==> src/rtl/btn_pkg.sv <==
// Shared types for the push-button detector channels: per-channel FSM state.
package btn_pkg;

  localparam int unsigned STATE_W = 2;

  typedef enum logic [STATE_W-1:0] {
    RELEASED  = 2'd0,
    PRESSED   = 2'd1,
    LONG_HELD = 2'd2
  } btn_state_e;

endpackage

==> src/rtl/btn_channel.sv <==
// One button channel: synchronizer, counter debounce, press/release/long FSM.
// Optional auto-repeat of press ticks while long-held: define BTN_AUTO_REPEAT_EN.
module btn_channel
  import btn_pkg::*;
#(
  parameter int unsigned SYNC_STAGES   = 2,
  parameter int unsigned DB_CYCLES     = 250000,
  parameter int unsigned LONG_CYCLES   = 50000000,
  parameter int unsigned REPEAT_CYCLES = 10000000
) (
  input  logic clk,
  input  logic rst,
  input  logic btn_in,
  output logic level_o,
  output logic press_o,
  output logic release_o,
  output logic long_o
);

  localparam int unsigned DB_W   = $clog2(DB_CYCLES + 1);
  localparam int unsigned HOLD_W = $clog2(LONG_CYCLES + 1);

  localparam logic [DB_W-1:0]   DB_LAST   = DB_W'(DB_CYCLES - 1);
  localparam logic [HOLD_W-1:0] HOLD_LAST = HOLD_W'(LONG_CYCLES - 1);
  localparam logic [HOLD_W-1:0] HOLD_MAX  = '1;

  if (SYNC_STAGES < 2 || DB_CYCLES < 1 || LONG_CYCLES <= DB_CYCLES || REPEAT_CYCLES < 1)
  begin : g_bad_params
    $error("btn_channel: illegal parameter combination");
  end

  logic [SYNC_STAGES-1:0] r_sync;
  logic [DB_W-1:0]        r_db_cnt;
  logic                   r_level;
  btn_state_e             r_state;
  logic [HOLD_W-1:0]      r_hold_cnt;
  logic                   r_press;
  logic                   r_release;
  logic                   r_long;

  logic                   w_s;
  logic                   w_disagree;
  logic                   w_flip;
  logic                   w_rise;
  logic                   w_fall;
  btn_state_e             w_state_nxt;
  logic [HOLD_W-1:0]      w_hold_nxt;
  logic                   w_press_nxt;
  logic                   w_release_nxt;
  logic                   w_long_nxt;

`ifdef BTN_AUTO_REPEAT_EN
  localparam int unsigned      RPT_W    = $clog2(REPEAT_CYCLES + 1);
  localparam logic [RPT_W-1:0] RPT_LAST = RPT_W'(REPEAT_CYCLES - 1);
  logic [RPT_W-1:0] r_rpt_cnt;
  logic [RPT_W-1:0] w_rpt_nxt;
`endif

  assign w_s        = r_sync[SYNC_STAGES-1];
  assign w_disagree = w_s ^ r_level;
  assign w_flip     = w_disagree && (r_db_cnt == DB_LAST);
  assign w_rise     = w_flip & ~r_level;
  assign w_fall     = w_flip & r_level;

  // Synchronizer chain and debounce counter; level flips after DB_CYCLES disagreeing samples.
  always_ff @(posedge clk) begin
    if (rst) begin
      r_sync   <= '0;
      r_db_cnt <= '0;
      r_level  <= 1'b0;
    end else begin
      r_sync <= {r_sync[SYNC_STAGES-2:0], btn_in};
      if (!w_disagree || w_flip) begin
        r_db_cnt <= '0;
      end else begin
        r_db_cnt <= r_db_cnt + DB_W'(1);
      end
      if (w_flip) begin
        r_level <= ~r_level;
      end
    end
  end

  // FSM and tick registers; ticks land on the same edge as the debounced transition.
  always_ff @(posedge clk) begin
    if (rst) begin
      r_state    <= RELEASED;
      r_hold_cnt <= '0;
      r_press    <= 1'b0;
      r_release  <= 1'b0;
      r_long     <= 1'b0;
`ifdef BTN_AUTO_REPEAT_EN
      r_rpt_cnt  <= '0;
`endif
    end else begin
      r_state    <= w_state_nxt;
      r_hold_cnt <= w_hold_nxt;
      r_press    <= w_press_nxt;
      r_release  <= w_release_nxt;
      r_long     <= w_long_nxt;
`ifdef BTN_AUTO_REPEAT_EN
      r_rpt_cnt  <= w_rpt_nxt;
`endif
    end
  end

  always_comb begin
    w_state_nxt   = r_state;
    w_hold_nxt    = r_hold_cnt;
    w_press_nxt   = 1'b0;
    w_release_nxt = 1'b0;
    w_long_nxt    = 1'b0;
`ifdef BTN_AUTO_REPEAT_EN
    w_rpt_nxt     = r_rpt_cnt;
`endif
    case (r_state)
      RELEASED: begin
        if (w_rise) begin
          w_state_nxt = PRESSED;
          w_press_nxt = 1'b1;
          w_hold_nxt  = '0;
        end
      end
      PRESSED: begin
        if (w_fall) begin
          w_state_nxt   = RELEASED;
          w_release_nxt = 1'b1;
        end else if (r_hold_cnt == HOLD_LAST) begin
          w_state_nxt = LONG_HELD;
          w_long_nxt  = 1'b1;
`ifdef BTN_AUTO_REPEAT_EN
          w_rpt_nxt   = '0;
`endif
        end else if (r_hold_cnt != HOLD_MAX) begin
          w_hold_nxt = r_hold_cnt + HOLD_W'(1);
        end
      end
      LONG_HELD: begin
        if (w_fall) begin
          w_state_nxt   = RELEASED;
          w_release_nxt = 1'b1;
`ifdef BTN_AUTO_REPEAT_EN
          w_rpt_nxt     = '0;
        end else if (r_rpt_cnt == RPT_LAST) begin
          w_press_nxt = 1'b1;
          w_rpt_nxt   = '0;
        end else begin
          w_rpt_nxt = r_rpt_cnt + RPT_W'(1);
`endif
        end
      end
      default: begin
        w_state_nxt = RELEASED;
      end
    endcase
  end

  assign level_o   = r_level;
  assign press_o   = r_press;
  assign release_o = r_release;
  assign long_o    = r_long;

endmodule

==> src/rtl/multi_button_detector.sv <==
// N independent debounced push-button channels with press/release/long ticks.
// Auto-repeat press ticks while long-held are enabled by defining BTN_AUTO_REPEAT_EN.
module multi_button_detector #(
  parameter int unsigned NUM_BTN       = 4,
  parameter int unsigned SYNC_STAGES   = 2,
  parameter int unsigned DB_CYCLES     = 250000,
  parameter int unsigned LONG_CYCLES   = 50000000,
  parameter int unsigned REPEAT_CYCLES = 10000000
) (
  input  logic               clk,
  input  logic               rst,
  input  logic [NUM_BTN-1:0] btn_in,
  output logic [NUM_BTN-1:0] level_o,
  output logic [NUM_BTN-1:0] press_o,
  output logic [NUM_BTN-1:0] release_o,
  output logic [NUM_BTN-1:0] long_o
);

  logic [NUM_BTN-1:0] w_level;
  logic [NUM_BTN-1:0] w_press;
  logic [NUM_BTN-1:0] w_release;
  logic [NUM_BTN-1:0] w_long;

  for (genvar gi = 0; gi < NUM_BTN; gi++) begin : g_ch
    btn_channel #(
      .SYNC_STAGES   (SYNC_STAGES),
      .DB_CYCLES     (DB_CYCLES),
      .LONG_CYCLES   (LONG_CYCLES),
      .REPEAT_CYCLES (REPEAT_CYCLES)
    ) u_ch (
      .clk       (clk),
      .rst       (rst),
      .btn_in    (btn_in[gi]),
      .level_o   (w_level[gi]),
      .press_o   (w_press[gi]),
      .release_o (w_release[gi]),
      .long_o    (w_long[gi])
    );
  end

  assign level_o   = w_level;
  assign press_o   = w_press;
  assign release_o = w_release;
  assign long_o    = w_long;

endmodule

==> config.mk <==
export PLATFORM = sky130hd
export DESIGN_NAME = multi_button_detector
export DESIGN_NICKNAME = d
export VERILOG_FILES = /design/src/rtl/btn_pkg.sv /design/src/rtl/btn_channel.sv /design/src/rtl/multi_button_detector.sv
export SDC_FILE = /design/constraint.sdc
export NUM_CORES = 1
export LEC_CHECK = 0
export ABC_AREA = 1
export CELL_PAD_IN_SITES_DETAIL_PLACEMENT = 0
export CELL_PAD_IN_SITES_GLOBAL_PLACEMENT = 2
export CORE_ASPECT_RATIO = 0.5
export CORE_MARGIN = 1
export CORE_UTILIZATION = 38
export CTS_BUF_LIST = sky130_fd_sc_hd__clkbuf_16
export CTS_CLUSTER_DIAMETER = 60
export CTS_CLUSTER_SIZE = 25
export DETAILED_ROUTE_END_ITERATION = 7
export GPL_TIMING_DRIVEN = 0
export HOLD_SLACK_MARGIN = 0.15
export PLACE_DENSITY = 0.89
export SLEW_MARGIN = 20
export SYNTH_ARGS = -nofsm -noshare
export SYNTH_HDL_FRONTEND = slang
export SYNTH_HIERARCHICAL = 1
export SYNTH_SLANG_ARGS = --single-unit
export TNS_END_PERCENT = 20
==> constraint.sdc <==
create_clock -name clk -period 5.9 [get_ports clk]
set_clock_uncertainty 0.1 [all_clocks]
set_input_delay 0.885 -clock clk [delete_from_list [all_inputs] [get_ports clk]]
set_output_delay 0.885 -clock clk [all_outputs]
set_load 0.02 [all_outputs]
# After elaboration in Yosys (flattened, before gate mapping)
# Index checks and enable logic that the tools add are counted.
# word_totals
out_inout_bits	16
regBits	208
# op_classes
n_eq_ne	44
mux	52
bitwise	28
n_addsub	8
reduce_logical	48
# op_table
cell	count
two-way mux 26 bit	16
case mux 26 bit (2 select lines)	4
adder 26 x 1 -> 26 bit, second input constant	4
== test 26 bit, second input constant	4
inequality test 26 bit, second input constant	4
adder 18 x 1 -> 18 bit, second input constant	4
== test 18 bit, second input constant	4
two-way mux 2 bit	16
OR reduction 2 bit	16
inequality test 2 x 1 -> 1 bit, second input constant	12
case mux 2 bit (3 select lines)	4
AND reduction 5 bit	4
inequality test 2 bit, second input constant	8
inverter 1 bit	16
two-way mux 1 bit	12
inequality test 3 x 1 -> 1 bit, second input constant	4
AND reduction 3 bit	4
OR reduction 3 bit	4
bitwise AND 1 bit	8
== test 2 x 1 -> 1 bit, second input constant	4
== test 2 bit, second input constant	4
logical NOT 2 bit	4
nonzero test 2 bit	4
logical AND 1 bit	4
other kinds (3)	12

# Depth between registers and ports, before layout
# logic_depth
depth_word	5
depth_mapped	14

# Hierarchy
# The synthesis kept the hierarchy.
# modules_own_cells
module	area_per_inst_um2	instances	cells_each	seq_area_each_um2
btn_channel at g_ch[0].u_ch	3442.1	1	524	1041.0
btn_channel at g_ch[2].u_ch	3397.0	1	534	1041.0
btn_channel at g_ch[1].u_ch	3240.6	1	535	1041.0
btn_channel at g_ch[3].u_ch	3020.4	1	483	1041.0

# Worst setup path after synthesis
# No wires, ideal clock.
# synth_timing
kind	reg-to-reg
startpoint	reg g_ch[3].u_ch.r_hold_cnt[0]
endpoint	reg g_ch[3].u_ch.r_hold_cnt[19]
arrival_time_ns	1.695
required_ns	5.688
n_path_buf	2
stages_incl_launch_ff	15
path_slack_ns	3.993
path_cell_list	dfxtp_1 ha_1 nand2_2 nor2_4 nand2_2 nor2_4 nand3_1 nand2_2 inv_2 nand2_2 nor2_2 buf_6 buf_6 nor2_2 nor2_1
# synth_between
elab_chain_cells	5
word_cells_on_any_way	10
classes_between	1 x add/sub; 4 x eq/ne; 4 x mux; 1 x reduce/logical
# synth_lines
element	line_no	text
start, declared	btn_channel.sv:36	logic [HOLD_W-1:0] r_hold_cnt;
start signal, assigned	btn_channel.sv:97	r_hold_cnt <= w_hold_nxt;
adder 26 x 1 -> 26 bit	btn_channel.sv:135	w_hold_nxt = r_hold_cnt + HOLD_W'(1);
two-way mux 26 bit	btn_channel.sv:134	end else if (r_hold_cnt != HOLD_MAX) begin
two-way mux 26 bit	btn_channel.sv:128	end else if (r_hold_cnt == HOLD_LAST) begin
two-way mux 26 bit	btn_channel.sv:125	if (w_fall) begin
case mux 26 bit (2 select lines)	btn_channel.sv:116	case (r_state)
# Several ways; a longest one is shown, not always the timed one. The select of a mux whose other input is x is not followed.
# A chain may end at the register's enable or synchronous reset.

# Final worst setup path
# layout_timing
startpoint	reg g_ch[3].u_ch.r_level
endpoint	out level_o[3]
# layout_rtl
element	line_no	text
start, declared	btn_channel.sv:34	logic r_level;
start signal, assigned	btn_channel.sv:79	r_level <= ~r_level;
end, declared	multi_button_detector.sv:13	output logic [NUM_BTN-1:0] level_o,
# No word-level cell between the ends.

==> metrics.md <==
| Metric | Value |
|---|---|
| Row Count | `47` |
| Final Hold Vio Count | `0` |
| Worst relative slew slack | `0.606` |
| RSZ-0062 raised after global routing | `false` |
| Die width | `265 um` |
| CP Buf/Inv Count | `1` |
| Setup bufs post-CTS | `0` |
| F_max | `378 MHz` |
| Worst Setup Path Type | `reg -> out` |
| Num CTS Buffers | `16` |
| CP cell instances | `clkdlybuf4s50_1` |
| Largest cells by area after synthesis | `dfxtp_1 32%, nand2_1 15%, nor2_1 11%, nand3_1 7.0%, inv_1 6.0%` |
| Routed via count | `12400` |
| Area leader, netlist | `dfxtp_1` |
| Post-cts gate resize count | `0` |
| Initial DRC Count | `702` |
| Fin crit period | `2.65 ns` |
| R2r endpoint | `g_ch[1].u_ch/r_hold_cnt[0]` |
| Root buffer cell | `clkbuf_16` |
| Met3 Routed Length | `1440 um` |
| CP endpoint kind | `output port` |
| Clk_lat worst skew | `0.52 ns` |
| Clock buffer depth | `3` |
| Crit share post-route | `0.449` |
| Status | `finished, final reports clean` |
| Port bufs | `20` |
| Die Area | `35300 um^2` |
| Post-synthesis register bit count | `208` |
| Synth-to-Final Area Change | `10.3%` |
| Final nets | `2140` |
| FF-to-FF setup slack | `3.62 ns` |
| Util after Layout | `0.431` |
| Netlist cell types | `44` |
| YS warnings | `6` |
| WHS | `0.293 ns` |
| I/O pins | `22` |
| CP Launch Type | `flop` |
| Reg2Reg Launch Point | `g_ch[1].u_ch/r_hold_cnt[0]` |
| WL met2 | `14200 um` |
| Worst VDD drop | `0.181 mV` |
| CP Data Required Time | `4.91 ns` |
| WL met1 | `19300 um` |
| Slowest CP cell | `clkdlybuf4s50_1` |
| Leakage | `5.04 nW` |
| Crit path capture | `level_o[3]` |
| Top-count cell post-synth | `nand2_1` |
| WL per Instance | `13.7 um` |
| Vias/cell | `4.83` |
| Area of the core | `33500 um^2` |
| Synthesized net count | `2102` |
| Top Metal Used | `met4` |
| Setup TNS | `0 ns` |
| DP Worst Slack | `3.48 ns` |
| Cell family with most CP delay | `buffers and inverters` |
| Commonest cells in the netlist | `516 x nand2_1, 375 x nor2_1, 211 x inv_1, 208 x dfxtp_1, 182 x nand3_1` |
| CP peak stage delay | `0.66 ns` |
| Worst-path fanout max | `3` |
| Clock transition at path regs | `0.11 ns` |
| Largest net degree at the start of global routing | `26` |
| DRC viols | `0` |
| CTS tree | `done` |
| GRT Util Overall | `0.202` |
| Mean Syn Cell Area | `6.31 um^2` |
| Async S/R FF share, synth | `0` |
| Filler cell count | `3650` |
| Sink Count | `208` |
| Number of diodes | `0` |
| Antenna violations before repair | `0` |
| Post-route setup slack | `3.25 ns` |
| CP Depth | `1` |
| Area of the mapped netlist | `13100 um^2` |
| Final HPWL DP | `26600 um` |
| Synth top area share | `0.318` |
| Post-synth EDFFs | `0` |
| Total grt overflow | `0` |
| Post-route ant nets | `0` |
| Max-Cap Viols | `0` |
| Sequential area share after synthesis | `0.318` |
| Share of cells above drive strength 1 | `0.0960` |
| CP Data Arrival Time | `1.66 ns` |
| Finish-stage setup viols | `0` |
| FF-to-FF path depth | `11` |
| Measured slew at the worst slew-check pin | `0.591 ns` |
| Initial Utilization | `0.391` |
| Drt pass-1 iters | `5` |
| Gate Count Post-Synth | `2076` |
| Crit path from | `g_ch[3].u_ch/level_o` |
| Vias in the first global route | `11500` |
| Fin. max-slew vios | `0` |
| Die height | `133 um` |
| Top FF cell, synth | `dfxtp_1` |
| Hold Buf Count CTS | `0` |
| First-pass GRT wire length | `59000 um` |
| Final RePlAce weighted congestion | `0.866` |
| Htree depth | `1` |
| Pwr/cell area | `188 nW/um^2` |
| DRT Wirelength | `35200 um` |
| HP Class | `reg -> reg` |
## registers in the layout (all words and copies together), names as in the netlist
signal / cells
g_ch.u_ch/r_hold_cnt: 104
g_ch.u_ch/r_db_cnt: 72
g_ch.u_ch/r_state: 8
g_ch.u_ch/r_sync: 8
g_ch.u_ch/level_o: 4
g_ch.u_ch/long_o: 4
g_ch.u_ch/press_o: 4
g_ch.u_ch/release_o: 4
## logic make-up (layout without fill, tap and decap cells)
family	count (synthesis)	in the layout	synth area share
flip-flops	208	208	0.318
buffers and inverters	297	345	0.0985
AO/OA/AOI/OAI	207	207	0.0828
adder cells (fa/ha/maj)	20	20	0.0191
AND/OR/NAND/NOR	1304	1304	0.455
XOR/XNOR	40	40	0.0267
## where the power goes
group | internal, mW | switching, mW | total [mW]
Sequential | 1.41 | 0.00218 | 1.41
Combinational | 0.0145 | 0.0340 | 0.0485
Clock | 0.617 | 0.639 | 1.26
Total | 2.04 | 0.675 | 2.71
## routing by layer
layer	vias to the layer above	global-route usage
met5	-	0
met4	0	0.0255
met3	16	0.0262
met2	184	0.307
met1	5478	0.309
li1	6700	-
## worst min-delay path: cells and delay by family (launching register included)
kind / cells / cell delay (ns)
flops: 1 / 0.31
buf+inv: 1 / 0.04
simple gates: 1 / 0.03
## area by class of cell
| cell class | instances | area, um^2 | share of cell area |
|---|---|---|---|
| Tap cell | 441 | 552 | 0.0382 |
| Timing Repair Buffer | 20 | 200 | 0.0139 |
| Inverter | 231 | 867 | 0.0600 |
| Buffer | 66 | 423 | 0.0293 |
| Clock inverter | 11 | 168 | 0.0116 |
| Multi-Input combinational cell | 1571 | 7650 | 0.529 |
| Sequential cell | 208 | 4160 | 0.288 |
| Clock buffer | 17 | 425 | 0.0294 |
## through the flow
step	power [mW]	cell area [um^2]	std cells
finish	2.71	14400	2565
global route	2.84	14400	2565
CTS	2.78	14400	2565
detailed placement	1.49	13900	2537
global placement	1.49	13900	2537
floorplan	1.47	13100	2076
## worst min-delay path by stage
stage / from / to / depth (start not counted)
2_1_floorplan: g_ch[0].u_ch/r_sync[0] / g_ch[0].u_ch/r_sync[1] / 2
3_3_place_gp: g_ch[0].u_ch/r_sync[0] / g_ch[0].u_ch/r_sync[1] / 2
3_5_place_dp: g_ch[2].u_ch/r_sync[0] / g_ch[2].u_ch/r_sync[1] / 2
4_1_cts: g_ch[0].u_ch/r_sync[0] / g_ch[0].u_ch/r_sync[1] / 2
5_1_grt: g_ch[0].u_ch/r_sync[0] / g_ch[0].u_ch/r_sync[1] / 2
6_report: g_ch[0].u_ch/r_sync[0] / g_ch[0].u_ch/r_sync[1] / 2
## layout by cell type, fill, tap and decap left out, drive strengths merged
master and count:
bufinv 1, nor3 49, nand4 45, a21oi 151
o31ai 1, o21bai 4, inv 233, buf 47
o22ai 1, or2 11, nor4 6, nand3 213
clkdlybuf4s50 20, ha 20, xnor2 14, dfxtp 208
clkbuf 36, a21o 1, xor2 26, and2 2
nand2 540, nand3b 7, nor3b 16, clkinv 8
and3 1, nor2 414, o21a 3, a211o 1
o211ai 4, o21ai 41
(Power assumes the default switching activity.)
